--- config.mk ---
export PLATFORM = sky130hd
export DESIGN_NAME = vram_arbiter_flat
export DESIGN_NICKNAME = d
export VERILOG_FILES = /design/src/rtl/screen_pkg.sv /design/src/rtl/vram_arbiter_if.sv /design/src/rtl/vram_pixel_serializer.sv /design/src/rtl/vram_arbiter.sv /design/src/flat_wrapper.sv
export SDC_FILE = /design/constraint.sdc
export NUM_CORES = 1
export LEC_CHECK = 0
export ABC_AREA = 1
export CORE_MARGIN = 1
export CORE_UTILIZATION = 42
export CTS_BUF_LIST = sky130_fd_sc_hd__clkbuf_2 sky130_fd_sc_hd__clkbuf_4 sky130_fd_sc_hd__clkbuf_8
export CTS_CLUSTER_SIZE = 40
export DETAILED_ROUTE_END_ITERATION = 8
export PLACE_DENSITY = 0.87
export RECOVER_POWER = 100
export SLEW_MARGIN = 15
export SYNTH_ARGS = -nofsm -noshare
export SYNTH_HDL_FRONTEND = slang
export SYNTH_SLANG_ARGS = --single-unit
--- constraint.sdc ---
create_clock -name clk -period 3.3 [get_ports clk]
set_input_delay 0.495 -clock clk [delete_from_list [all_inputs] [get_ports clk]]
set_output_delay 0.495 -clock clk [all_outputs]
set_load 0.02 [all_outputs]
--- src/rtl/screen_pkg.sv ---
// Shared screen geometry and CPU access FSM state for the video RAM arbiter.
package screen_pkg;

   localparam int unsigned H_ACTIVE = 512;
   localparam int unsigned V_ACTIVE = 256;
   localparam int unsigned DATA_W   = 16;
   localparam int unsigned ADDR_W   = 13;

   localparam int unsigned WORDS_PER_LINE = H_ACTIVE / DATA_W;
   localparam int unsigned IDX_W          = $clog2(DATA_W);

   typedef enum logic {
      IDLE,
      ACK
   } cpu_state_e;

endpackage

--- src/rtl/vram_arbiter_if.sv ---
// CPU screen-port handshake and VRAM port bundled between requester, arbiter and RAM.
interface vram_arbiter_if;
   import screen_pkg::*;

   logic              cpu_req;
   logic              cpu_we;
   logic [ADDR_W-1:0] cpu_addr;
   logic [DATA_W-1:0] cpu_wdata;
   logic              cpu_ack;
   logic [DATA_W-1:0] cpu_rdata;
   logic [ADDR_W-1:0] mem_addr;
   logic              mem_we;
   logic [DATA_W-1:0] mem_wdata;
   logic [DATA_W-1:0] mem_rdata;

   // Arbiter side.
   modport slave (
      input  cpu_req, cpu_we, cpu_addr, cpu_wdata, mem_rdata,
      output cpu_ack, cpu_rdata, mem_addr, mem_we, mem_wdata
   );

   // CPU and RAM side.
   modport master (
      output cpu_req, cpu_we, cpu_addr, cpu_wdata, mem_rdata,
      input  cpu_ack, cpu_rdata, mem_addr, mem_we, mem_wdata
   );

endinterface

--- src/rtl/vram_pixel_serializer.sv ---
// Captures each fetched VRAM word and shifts it out as a registered 1-bit pixel stream.
module vram_pixel_serializer
   import screen_pkg::*;
(
   input  logic              clk,
   input  logic              reset,
   input  logic              vid_fetch,
   input  logic              active,
   input  logic [IDX_W-1:0]  idx,
   input  logic [DATA_W-1:0] mem_rdata,
   output logic              pixel,
   output logic              pixel_valid
);

   logic              fetch_d1;
   logic              active_d1;
   logic [IDX_W-1:0]  idx_d1;
   logic [DATA_W-1:0] word_q;
   logic              pix_next;

   // The first pixel of a word comes straight off the RAM output, the rest from word_q.
   assign pix_next = fetch_d1 ? mem_rdata[0] : word_q[idx_d1];

   always_ff @(posedge clk or posedge reset) begin
      if (reset) begin
         fetch_d1    <= 1'b0;
         active_d1   <= 1'b0;
         idx_d1      <= '0;
         word_q      <= '0;
         pixel       <= 1'b0;
         pixel_valid <= 1'b0;
      end else begin
         fetch_d1    <= vid_fetch;
         active_d1   <= active;
         idx_d1      <= idx;
         if (fetch_d1) begin
            word_q <= mem_rdata;
         end
         pixel       <= active_d1 & pix_next;
         pixel_valid <= active_d1;
      end
   end

endmodule

--- src/rtl/vram_arbiter.sv ---
// Shares the single-port VRAM between raster scanout (every 16th active pixel) and the CPU.
module vram_arbiter
   import screen_pkg::*;
(
   input  logic       clk,
   input  logic       reset,
   input  logic [9:0] hpos,
   input  logic [9:0] vpos,
   input  logic       hblank,
   input  logic       vblank,
   vram_arbiter_if.slave bus,
   output logic       pixel,
   output logic       pixel_valid
);

   logic              active;
   logic              vid_fetch;
   logic [ADDR_W-1:0] vid_addr;
   cpu_state_e        state_q, state_d;
   logic              we_q;
   logic [DATA_W-1:0] rdata_q;
   logic              rd_ack;

   assign active    = !hblank && !vblank && (hpos < 10'(H_ACTIVE)) && (vpos < 10'(V_ACTIVE));
   assign vid_fetch = active && (hpos[IDX_W-1:0] == '0);
   assign vid_addr  = ADDR_W'(32'(vpos) * WORDS_PER_LINE + 32'(hpos) / DATA_W);

   always_comb begin
      state_d       = state_q;
      bus.mem_addr  = bus.cpu_addr;
      bus.mem_we    = 1'b0;
      bus.mem_wdata = bus.cpu_wdata;
      bus.cpu_ack   = 1'b0;
      if (vid_fetch) begin
         bus.mem_addr = vid_addr;
      end
      unique case (state_q)
         IDLE: begin
            if (bus.cpu_req && !vid_fetch) begin
               bus.mem_we = bus.cpu_we;
               state_d    = ACK;
            end
         end
         ACK: begin
            bus.cpu_ack = 1'b1;
            state_d     = IDLE;
         end
      endcase
   end

   always_ff @(posedge clk or posedge reset) begin
      if (reset) begin
         state_q <= IDLE;
         we_q    <= 1'b0;
      end else begin
         state_q <= state_d;
         if (state_q == IDLE && state_d == ACK) begin
            we_q <= bus.cpu_we;
         end
      end
   end

   // Synchronous RAM: read data arrives during the ack cycle, so bypass it there and hold after.
   assign rd_ack        = (state_q == ACK) && !we_q;
   assign bus.cpu_rdata = rd_ack ? bus.mem_rdata : rdata_q;

   always_ff @(posedge clk or posedge reset) begin
      if (reset) begin
         rdata_q <= '0;
      end else if (rd_ack) begin
         rdata_q <= bus.mem_rdata;
      end
   end

   vram_pixel_serializer u_serializer (
      .clk         (clk),
      .reset       (reset),
      .vid_fetch   (vid_fetch),
      .active      (active),
      .idx         (hpos[IDX_W-1:0]),
      .mem_rdata   (bus.mem_rdata),
      .pixel       (pixel),
      .pixel_valid (pixel_valid)
   );

endmodule

--- src/flat_wrapper.sv ---
// flat-port wrapper written by rule: the top's interface ports become plain ports
module vram_arbiter_flat import screen_pkg::*;
  (clk, reset, hpos, vpos, hblank, vblank, pixel, pixel_valid, bus_cpu_req, bus_cpu_we, bus_cpu_addr, bus_cpu_wdata, bus_mem_rdata, bus_cpu_ack, bus_cpu_rdata, bus_mem_addr, bus_mem_we, bus_mem_wdata);
  vram_arbiter_if bus_i ();
  input  logic clk;
  input  logic reset;
  input  logic [9:0] hpos;
  input  logic [9:0] vpos;
  input  logic hblank;
  input  logic vblank;
  output logic pixel;
  output logic pixel_valid;
  input wire logic [$bits(bus_i.cpu_req)-1:0] bus_cpu_req;
  input wire logic [$bits(bus_i.cpu_we)-1:0] bus_cpu_we;
  input wire logic [$bits(bus_i.cpu_addr)-1:0] bus_cpu_addr;
  input wire logic [$bits(bus_i.cpu_wdata)-1:0] bus_cpu_wdata;
  input wire logic [$bits(bus_i.mem_rdata)-1:0] bus_mem_rdata;
  output wire logic [$bits(bus_i.cpu_ack)-1:0] bus_cpu_ack;
  output wire logic [$bits(bus_i.cpu_rdata)-1:0] bus_cpu_rdata;
  output wire logic [$bits(bus_i.mem_addr)-1:0] bus_mem_addr;
  output wire logic [$bits(bus_i.mem_we)-1:0] bus_mem_we;
  output wire logic [$bits(bus_i.mem_wdata)-1:0] bus_mem_wdata;
  assign bus_i.cpu_req = bus_cpu_req;
  assign bus_i.cpu_we = bus_cpu_we;
  assign bus_i.cpu_addr = bus_cpu_addr;
  assign bus_i.cpu_wdata = bus_cpu_wdata;
  assign bus_i.mem_rdata = bus_mem_rdata;
  assign bus_cpu_ack = bus_i.cpu_ack;
  assign bus_cpu_rdata = bus_i.cpu_rdata;
  assign bus_mem_addr = bus_i.mem_addr;
  assign bus_mem_we = bus_i.mem_we;
  assign bus_mem_wdata = bus_i.mem_wdata;
  vram_arbiter u_core (.clk(clk), .reset(reset), .hpos(hpos), .vpos(vpos), .hblank(hblank), .vblank(vblank), .bus(bus_i), .pixel(pixel), .pixel_valid(pixel_valid));
endmodule
After elaboration in Yosys (flattened, before gate mapping)

Cells that the tools add are included.

Bits in registers: 42
Bits of input ports: 71
Output and inout bits: 49
Word-level logic and storage cells: 37

Add/sub/neg operators: 1
Order comparisons: 3
Mux-type cells: 10
Bitwise operators: 2
Reductions and logical operators: 12

Operators by type and width:

| kind                   | count |
|---|---|
| $mux W16               | 1 |
| $add A13 B6 Y13        | 1 |
| $mux W13               | 1 |
| $lt A10 B10 Y1 const B | 1 |
| $lt A10 B9 Y1 const B  | 1 |
| $logic_and A1 B1 Y1    | 7 |
| $mux W1                | 6 |
| $lt A4 B5 Y1 const B   | 1 |
| $bmux W1 S4            | 1 |
| $logic_not A1 Y1       | 4 |
| $logic_not A4 Y1       | 1 |
| $pmux W1 S2            | 1 |
| $and A1 B1 Y1          | 1 |
| $not A1 Y1             | 1 |

Logic depth before layout (Yosys ltp)

Gate-level depths: netlist (run 1).

Depth after elaboration: 10
Mapped depth: 9

Cells and area by module

From an unflattened synthesis (run 1), not the netlist that was laid out.

Cell total of the unflattened synthesis: 253
Area, all modules: 2214.6 µm²

Modules (own cells, without submodules):

| module                | times used | cells each | area an instance (µm²) | sequential area each (µm²) |
|---|---|---|---|---|
| vram_arbiter          | 1          | 138        | 1212.4                 | 450.4 |
| vram_pixel_serializer | 1          | 115        | 1002.2                 | 600.6 |

Least setup slack after synthesis (run 1)

No wires, ideal clock.

Path type: input to output
Start: in hpos[9]
End: out bus_mem_addr[11]
Arrival: 1.705 ns
Path slack: 1.100 ns
Stages: 6
Buffers on the path: 0
Path through: ha_1 > ha_1 > nand3_1 > nor3b_1 > xnor2_1 > o21ai_0

Longest elaborated chain between the ends: 5
Elaborated cells on any way between the ends: 6

Ends and longest elaborated chain:

| element                           | RTL line           | text |
|---|---|---|
| start: declaration                | flat_wrapper.sv:7  | `input logic [9:0] hpos;` |
| $lt A10 B10 Y1                    | vram_arbiter.sv:24 | `assign active = !hblank && !vblank && (hpos < 10'(H_ACTIVE)) && (vpos < 10'(V_ACTIVE));` |
| $logic_and A1 B1 Y1 (2 in series) | vram_arbiter.sv:24 |  |
| $logic_and A1 B1 Y1               | vram_arbiter.sv:25 | `assign vid_fetch = active && (hpos[IDX_W-1:0] == '0);` |
| $mux W13 *                        | vram_arbiter.sv:34 | `if (vid_fetch) begin` |
| end: declaration                  | flat_wrapper.sv:20 | `output wire logic [$bits(bus_i.mem_addr)-1:0] bus_mem_addr;` |

Every way passes the cells marked *; elsewhere a longest branch is shown, timed or not.

Final worst setup path (run 1)

Start: in hpos[2]
End: out bus_mem_addr[8]

Longest elaborated chain between the ends: 5
Elaborated cells on any way between the ends: 6

Ends and longest elaborated chain:

| element                           | RTL line |
|---|---|
| $lt A10 B10 Y1                    | vram_arbiter.sv:24 |
| $logic_and A1 B1 Y1 (2 in series) | vram_arbiter.sv:24 |
| $logic_and A1 B1 Y1 *             | vram_arbiter.sv:25 |
| $mux W13 *                        | vram_arbiter.sv:34 |

Marked as above.

==> results of run 1 <==
[state kept, by name, indices dropped and copies added, names as in the netlist]
name,count
u_core.rdata_q,16
u_core.u_serializer.pixel,1
u_core.u_serializer.fetch_d1,1
u_core.u_serializer.word_q,16
u_core.u_serializer.idx_d1,4
u_core.we_q,1
u_core.u_serializer.active_d1,1
u_core.state_q,1
u_core.u_serializer.pixel_valid,1
[worst max-delay path: cells and delay by family]
family          cells  cell delay (ns)
buf+inv             3             1.51
simple gates        2             0.55
compound gates      1             0.14
[area by class of cell]
cell class,count,share of cell area
clock buffers,7,0.0282
multi-input cells,140,0.256
flip-flops and latches,42,0.354
well taps,67,0.0282
inverters,29,0.0366
repair buffers,89,0.297
[logic make-up (layout without fill, tap and decap cells)]
logic type,Yosys count,after routing,share of synthesized area
buffers and inverters,52,125,0.132
flip-flops,42,42,0.503
XOR/XNOR,4,4,0.0168
AND/OR/NAND/NOR,94,94,0.189
adder cells (fa/ha/maj),2,2,0.0120
AO/OA/AOI/OAI,24,24,0.0605
multiplexers,16,16,0.0862
[synthesized netlist by cell type]
| master | number | area, um^2 |
|---|---|---|
| nor3b_2 | 1 | 12.5 |
| ha_1 | 2 | 25.0 |
| clkbuf_1 | 3 | 11.3 |
| nand2_1 | 67 | 251 |
| nor3_1 | 2 | 10.0 |
| buf_4 | 16 | 120 |
| o31ai_1 | 1 | 7.51 |
| inv_1 | 28 | 105 |
| xnor2_1 | 2 | 17.5 |
| o21ai_2 | 1 | 8.76 |
| nand3b_1 | 1 | 7.51 |
| clkinv_1 | 1 | 3.75 |
| buf_2 | 2 | 10.0 |
| nor3b_1 | 1 | 7.51 |
| nand3_1 | 17 | 85.1 |
| mux2_2 | 16 | 180 |
| xor2_1 | 2 | 17.5 |
| nor4_1 | 1 | 6.26 |
| buf_8 | 1 | 15.0 |
| a21oi_1 | 2 | 10.0 |
| dfrtp_1 | 42 | 1050 |
| buf_6 | 1 | 11.3 |
| o21ai_0 | 20 | 100 |
| nor2_1 | 4 | 15.0 |
[routing by layer]
metal | global-route usage | vias up | part of all wire
met5 | 0 | - | 0
met4 | 0.0959 | 0 | 0.023
met3 | 0.0569 | 11 | 0.074
met2 | 0.368 | 65 | 0.53
met1 | 0.200 | 846 | 0.38
li1 | - | 867 | -
[report_power, final]
group / internal, mW / total (mW) / switching (mW)
clock: 0.162 / 0.317 / 0.155
combinational: 0.187 / 0.373 / 0.185
sequential: 0.583 / 0.603 / 0.0198
total: 0.932 / 1.29 / 0.360
[final timing paths]
check / slack [ns] / to / depth (start not counted)
setup / recovery: 0.12 / bus_mem_addr[8] / 6
hold / removal: 0.37 / u_core.u_serializer.pixel_valid / 0
setup reg to reg: 1.81 / u_core.rdata_q[5] / 3
hold reg to reg: 0.37 / u_core.u_serializer.pixel_valid / 0
max in group asynchronous: 0.65 / u_core.u_serializer.idx_d1[1] / 3
min in group asynchronous: 1.42 / u_core.rdata_q[11] / 3
==> metrics.yaml, run 1 <==
area_delta_synth_final_pct: 42.2
skew_ns: 0.00592
cts.clk_slew.worst_paths_ns: 0.07
nNetsFinal: 380
min_from: "u_core.u_serializer.active_d1"
critPathMaxStageDelay_ns: 0.69
crit_type: "input port to output port"
layout.cells.non_filler: 374
syn-num-nets: 307
die_area_um2: 5260
max_slew_margin: -0.430
dp_cells: 367
seq_area_um2: 1050
final_cell_area_um2: 2970
final_core_util: 0.625
grt_pass1_vias: 1889
antenna_found_initial: 0
most-common-layout-cells: "67 x nand2_1, 56 x clkdlybuf4s50_1, 42 x dfrtp_1, 31 x dlygate4sd3_1, 27 x inv_1"
core-area_um2: 4750
critPathMostFrequentCell: "dlygate4sd3_1"
hpwl_um: 3680
clock_sink_count: 42
clock_path_buffers: 2
setup_slack_ns: 0.115
timing.rr.start: "u_core.we_q"
cp.required_ns: 2.80
cp.arrival_ns: 2.69
clockRootBuffer: "clkbuf_8"
vias: 1789
ios: 120
tightest_slew_ns: 2.14
cts_resized: 0
violations: "capacitance limit, slew limit"
grt_pass1_wl_um: 7870
die_y_um: 72.5
finalCritPeriodShare: 0.965
crit_path_start: "hpos[2]"
ant_nets: 0
synth_seq_cells: 42
tns_ns: 0
wl_um: 4780
overflow: 0
start_kind: "input port"
yosysUniqueCellTypes: 24
cts_setup_buffers: 0
multi_input_area_um2: 762
wl_per_cell_um: 12.8
worstPathMaxFanout: 12
crit_chain: "dlygate4sd3_1 -> nor4_1 -> nand2_1 -> buf_4 -> o21ai_0 -> dlygate4sd3_1"
cts_tree: "built"
place_ws_ns: 0.161
peakVddDrop_v: 0.000218
rsz0062_at_grt: "false"
cp_slowest_cell: "dlygate4sd3_1"
grt.total_usage: 0.197
rows: 25
max-cap-violations: 1
leakage_nw: 1.36
drive_above_1_share: 0.0521
drt_iter0_drc: 88
portBuffers: 87
synth.avg_cell_area_um2: 8.93
ys_seq_area_frac: 0.503
final.min_clock_period_ns: 3.18
viasPerCell: 4.78
slew_viol_final: 43
holdWs_ns: 0.373
ys_warn_count: 0
syn_area_um2: 2090
htreeDepth: 2
cts_hold_buf: 0
hold_viol_final: 0
fillers: 397
netlist_instances: 234
cts_made_buffers: 5
clock_latency_ns: 0.29
hold_path.class: "flop to flop"
drc: 0
status: "complete, but fails checks"
setup_viol: 0
initial_core_util: 0.439
place_area_um2: 2890
power_density_nw_per_um2: 435
die_x_um: 72.5
first_pass_iters: 4
final_common_cell: "nand2_1"
power_mw: 1.29
max_freq_mhz: 314
num_antenna_cells: 0
end_kind: "output port"
grt_max_degree: 43
gp_congestion: 0.805
(Power assumes the default switching activity.)
==> inputs of run 2 (changes only) <==
Settings changed: CELL_PAD_IN_SITES_DETAIL_PLACEMENT set to 0, CELL_PAD_IN_SITES_GLOBAL_PLACEMENT set to 1, CORE_UTILIZATION 42 to 30, PLACE_DENSITY 0.87 to unset, PLACE_DENSITY_LB_ADDON set to 0.1.
==> metrics.yaml, run 2 (synthesis results as in run 1) <==
leakage_nw: 1.39  # +2.2%
status: "finished, final reports clean"
finalCritPeriodShare: 0.943  # -0.0225
rows: 30  # +20%
reg2reg_depth: 3  # unchanged
area_delta_synth_final_pct: 46.0
end_kind: "output port"
critPathMostFrequentCell: "dlygate4sd3_1"
fillers: 668  # +68%
most-common-layout-cells: "67 x nand2_1, 60 x clkdlybuf4s50_1, 42 x dfrtp_1, 28 x inv_1, 27 x dlygate4sd3_1"
start_kind: "input port"
hold_path.class: "flop to flop"
grt_pass1_vias: 1672  # -11%
min_path_cells: 0  # unchanged
die_area_um2: 7300  # +39%
tns_ns: 0  # unchanged
p_switching_mw: 0.377  # +5.0%
cp_slowest_cell: "dlygate4sd3_1"
clock_sink_count: 42  # unchanged
clock_path_buffers: 2  # unchanged
overflow: 0  # unchanged
drc: 0  # unchanged
setup_viol: 0  # unchanged
grt.total_usage: 0.135  # -0.0625
max-cap-violations: 0  # -1
cts_setup_buffers: 0  # unchanged
timing.rr.start: "u_core.state_q"
final_cell_area_um2: 3050  # +2.7%
die_x_um: 85.5  # +18%
switching_share: 0.260  # -0.0186
tightest_slew_ns: 1.12  # -1.02 ns
wl_um: 4690  # -1.8%
gp_congestion: 0.741  # -7.9%
power_density_nw_per_um2: 476  # +9.6%
crit_type: "input port to output port"
num_antenna_cells: 0  # unchanged
cp.arrival_ns: 2.62  # -0.07 ns
grt_max_degree: 34  # -21%
cts_tree: "built"
peakVddDrop_v: 0.000180  # -17%
top_regs: "u_core.rdata_q: 16 flops, u_core.u_serializer.word_q: 16 flops, u_core.u_serializer.idx_d1: 4 flops"
p_int_mw: 1.08  # +15%
slew_viol_final: 0  # -100%
antenna_found_initial: 0  # unchanged
skew_ns: 0.0102  # +0.00426 ns
worstPathMaxFanout: 7  # -5
drive_above_1_share: 0.0677  # +0.0156
cts_hold_buf: 0  # unchanged
initial_core_util: 0.309  # -0.130
viasPerCell: 4.36  # -8.8%
p_comb_frac: 0.255  # -0.033
holdPathEnd: "u_core.u_serializer.pixel_valid"
die_y_um: 85.5  # +18%
use_met1: 0.176  # -0.0245
seqPwrFrac: 0.413  # -0.054
r2r_slack_ns: 1.57  # -0.24 ns
hold_viol_final: 0  # unchanged
place_area_um2: 2920  # +1.1%
cts.clk_slew.worst_paths_ns: 0.07  # about the same
rsz0062_at_grt: "false"
worstReg2RegEnd: "u_core.rdata_q[12]"
ios: 120  # unchanged
max_slew_margin: 0.252  # +0.681
drt_iter0_drc: 66  # -25%
clockRootBuffer: "clkbuf_8"
top_usage_layer: "met2"
final_common_cell: "nand2_1"
cp.required_ns: 2.80  # about the same
clock_latency_ns: 0.29  # about the same
core-area_um2: 6760  # +42%
critPathMaxStageDelay_ns: 0.69  # about the same
cts_resized: 0  # unchanged
htreeDepth: 2  # unchanged
wl_per_cell_um: 12.0  # -5.8%
first_pass_iters: 4  # unchanged
vias: 1702  # -4.9%
min_from: "u_core.u_serializer.active_d1"
grt_use_met2: 0.210  # -0.157
cts_made_buffers: 5  # unchanged
nNetsFinal: 382  # +0.53%
final.min_clock_period_ns: 3.11  # -0.0744 ns
power.share.clock: 0.331  # +0.086
portBuffers: 87  # unchanged
grt_pass1_wl_um: 7750  # -1.5%
ant_nets: 0  # unchanged
use_met3: 0.0418  # -0.0151
crit_chain: "dlygate4sd3_1 -> nor4_1 -> nand2_1 -> buf_4 -> o21ai_0 -> dlygate4sd3_1"
hpwl_um: 3720  # +0.99%
max_freq_mhz: 321  # +2.4%
==> run 2: changes by cell type in the layout (fill, tap and decap cells not counted), moves of 2 or more <==
cell             previous run  this run
mux2_1                     10         7
dlygate4sd3_1              31        27
clkbuf_4                    2         0
mux2_2                      6         9
bufinv_16                   0         2
clkdlybuf4s50_1            56        60
==> run 2: critical path, delay by kind of cell <==
| family | cells | cell delay, ns |
|---|---|---|
| compound gates | 1 | 0.14 |
| buf+inv | 3 | 1.45 |
| simple gates | 2 | 0.53 |
==> run 2: power groups by stage <==
stage / Sequential, mW / Clock (mW) / Combinational (mW)
2_1_floorplan: 0.606 / 0 / 0.228
3_3_place_gp: 0.610 / 0 / 0.404
3_5_place_dp: 0.612 / 0 / 0.407
4_1_cts: 0.601 / 0.495 / 0.410
5_1_grt: 0.607 / 0.514 / 0.407
6_report: 0.601 / 0.482 / 0.371
==> run 2: metal layers <==
layer / vias to the layer above / wire length [um]
met2: 55 / 2150
met4: 0 / 72
met5: - / 0
met3: 6 / 302
li1: 875 / -
met1: 766 / 2170
==> run 2: through the flow <==
step	util	power [mW]	std cells	hold slack (ns)	setup WS, ns
final	0.451	1.45	390	0.379	0.189
after global routing	0.451	1.53	390	0.392	0.0295
after CTS	0.453	1.51	390	0.385	0.164
after detailed placement	0.433	1.02	382	0.361	0.182
after global placement	0.433	1.01	382	0.366	0.187
after floorplan	-	0.835	234	0.354	1.10
==> run 2: area by class of cell <==
type,instances,area (um^2),area share
clock buffers,5,68.8,0.0226
clock inverters,3,68.8,0.0226
inverters,29,109,0.0357
multi-input cells,140,762,0.250
flip-flops and latches,42,1050,0.345
well taps,80,100,0.0328
repair buffers,91,891,0.292
==> run 2: worst max path at each step <==
| stage | from | end | slack, ns | depth (start not counted) |
|---|---|---|---|---|
| 3_5_place_dp | hpos[9] | bus_mem_addr[11] | 0.18 | 8 |
| 3_3_place_gp | hpos[9] | bus_mem_addr[11] | 0.19 | 8 |
| 4_1_cts | hpos[9] | bus_mem_addr[11] | 0.16 | 8 |
| 5_1_grt | hpos[0] | bus_mem_addr[7] | 0.03 | 6 |
| 6_report | hpos[1] | bus_mem_addr[8] | 0.19 | 6 |
| 2_1_floorplan | hpos[9] | bus_mem_addr[11] | 1.10 | 6 |
==> inputs of run 3 (changes only) <==
Settings changed: CORE_MARGIN 1 to 2.
Clock period 3.3 ns to 3.86 ns, I/O delays scaled along.
==> metrics.yaml, run 3 (synthesis results as in run 1) <==
status: "complete, but fails checks"
violations: "capacitance limit, slew limit"
rsz0062_at_grt: "false"
min_path_cells: 0  # unchanged
holdPathEnd: "u_core.u_serializer.pixel_valid"
clock_sink_count: 42  # unchanged
overflow: 0  # unchanged
grt.total_usage: 0.136  # +0.000995
finalCritPeriodShare: 0.918
final_core_util: 0.443  # -0.00815
nNetsFinal: 380  # -0.52%
viasPerCell: 4.37  # +0.16%
slew_viol_final: 33  # +33
reg2reg_depth: 3  # unchanged
hold_path.class: "flop to flop"
tightest_slew_ns: 1.69  # +0.569 ns
clock_path_buffers: 2  # unchanged
drt_iter0_drc: 65  # -1.5%
core-area_um2: 6760  # unchanged
ios: 120  # unchanged
portBuffers: 87  # unchanged
power_density_nw_per_um2: 377  # -21%
cts_made_buffers: 5  # unchanged
hpwl_um: 3920  # +5.4%
crit_chain: "clkdlybuf4s50_1 -> nor3_1 -> nor3b_2 -> nand2_1 -> clkbuf_1 -> nand2_1 -> nor2_1 -> dlygate4sd3_1"
grt_pass1_wl_um: 7940  # +2.4%
drive_above_1_share: 0.0584  # -0.00930
die_x_um: 87.5  # +2.3%
cts_tree: "built"
top_regs: "u_core.rdata_q: 16 flops, u_core.u_serializer.word_q: 16 flops, u_core.u_serializer.idx_d1: 4 flops"
most-common-layout-cells: "67 x nand2_1, 50 x clkdlybuf4s50_1, 42 x dfrtp_1, 37 x dlygate4sd3_1, 27 x inv_1"
final.min_clock_period_ns: 3.54
worstReg2RegEnd: "u_core.rdata_q[3]"
worstPathMaxFanout: 12  # +5
max-cap-violations: 1  # +1
critPathMaxStageDelay_ns: 0.64  # -0.05 ns
hold_viol_final: 0  # unchanged
setup_viol: 0  # unchanged
grt_max_degree: 34  # unchanged
cts.clk_slew.worst_paths_ns: 0.08  # about the same
rows: 30  # unchanged
initial_core_util: 0.309  # unchanged
clock_latency_ns: 0.30  # about the same
start_kind: "input port"
cts_resized: 0  # unchanged
critPathMostFrequentCell: "nand2_1"
crit_buf_inv: 3  # unchanged
tns_ns: 0  # unchanged
place_area_um2: 2910  # -0.51%
die_area_um2: 7650  # +4.7%
htreeDepth: 2  # unchanged
crit_family: "buffers and inverters"
end_kind: "output port"
skew_ns: 0.00630  # -0.00388 ns
die_y_um: 87.5  # +2.3%
peakVddDrop_v: 0.000131  # -28%
final_common_cell: "nand2_1"
wl_um: 5090  # +8.6%
max_freq_mhz: 282
cts_setup_buffers: 0  # unchanged
max_slew_margin: -0.127  # -0.378
final_cell_area_um2: 3000  # -1.8%
gp_congestion: 0.767  # +3.4%
cp.required_ns: 3.28  # +0.48 ns
num_antenna_cells: 0  # unchanged
timing.rr.start: "u_core.we_q"
crit_type: "input port to output port"
min_from: "u_core.u_serializer.active_d1"
r2r_slack_ns: 2.32  # +0.75 ns
fillers: 685  # +2.5%
antenna_found_initial: 0  # unchanged
drc: 0  # unchanged
clockRootBuffer: "clkbuf_8"
grt_pass1_vias: 1669  # -0.18%
leakage_nw: 1.36  # -2.1%
ant_nets: 0  # unchanged
cts_hold_buf: 0  # unchanged
first_pass_iters: 4  # unchanged
vias: 1696  # -0.35%
wl_per_cell_um: 13.1  # +9.1%
cp_slowest_cell: "dlygate4sd3_1"
area_delta_synth_final_pct: 43.4
cp.arrival_ns: 2.96  # +0.34 ns
run 3: changes by cell type in the layout (fill, tap and decap cells not counted), sizes merged, moves of 2 or more:
| cell | previous run | this run |
|---|---|---|
| buf | 2 | 0 |
| bufinv | 2 | 0 |
| clkdlybuf4s50 | 60 | 50 |
| dlygate4sd3 | 27 | 37 |
run 3: area by class of cell:
class / count / area [um^2] / share of cell area
clock buffer: 6 / 82.6 / 0.0276
clock inverter: 2 / 12.5 / 0.00418
inverter: 29 / 109 / 0.0363
multi-input combinational: 140 / 762 / 0.254
sequential: 42 / 1050 / 0.351
tap: 80 / 100 / 0.0334
timing repair buffer: 89 / 878 / 0.293
run 3: routing by layer:
metal | up-vias | part of all wire | GRT usage
met5 | - | 0 | 0
met4 | 0 | 0.015 | 0.0476
met3 | 5 | 0.064 | 0.0455
met2 | 53 | 0.48 | 0.211
met1 | 770 | 0.44 | 0.176
li1 | 868 | - | -
run 3: per-stage QoR:
stage	cells	power, mW	worst slack (ns)	hold slack [ns]
finish	388	1.13	0.317	0.375
global route	388	1.19	0.0736	0.395
CTS	388	1.17	0.341	0.378
detailed placement	380	0.873	0.343	0.369
global placement	380	0.869	0.375	0.361
floorplan	234	0.714	1.49	0.354
run 3: worst max-delay path by stage:
stage	start	slack [ns]	cells after the start	end
after global routing	hpos[9]	0.07	7	bus_mem_addr[8]
after global placement	hpos[9]	0.38	7	bus_mem_addr[8]
after floorplan	hpos[9]	1.49	6	bus_mem_addr[11]
after detailed placement	hpos[9]	0.34	7	bus_mem_addr[8]
final	hpos[9]	0.32	8	bus_mem_we
after CTS	hpos[9]	0.34	7	bus_mem_addr[7]
run 3: report_power, final:
part           internal (mW)  switching, mW
Sequential             0.498         0.0177
Combinational          0.160          0.155
Clock                  0.144          0.155
Total                  0.802          0.328
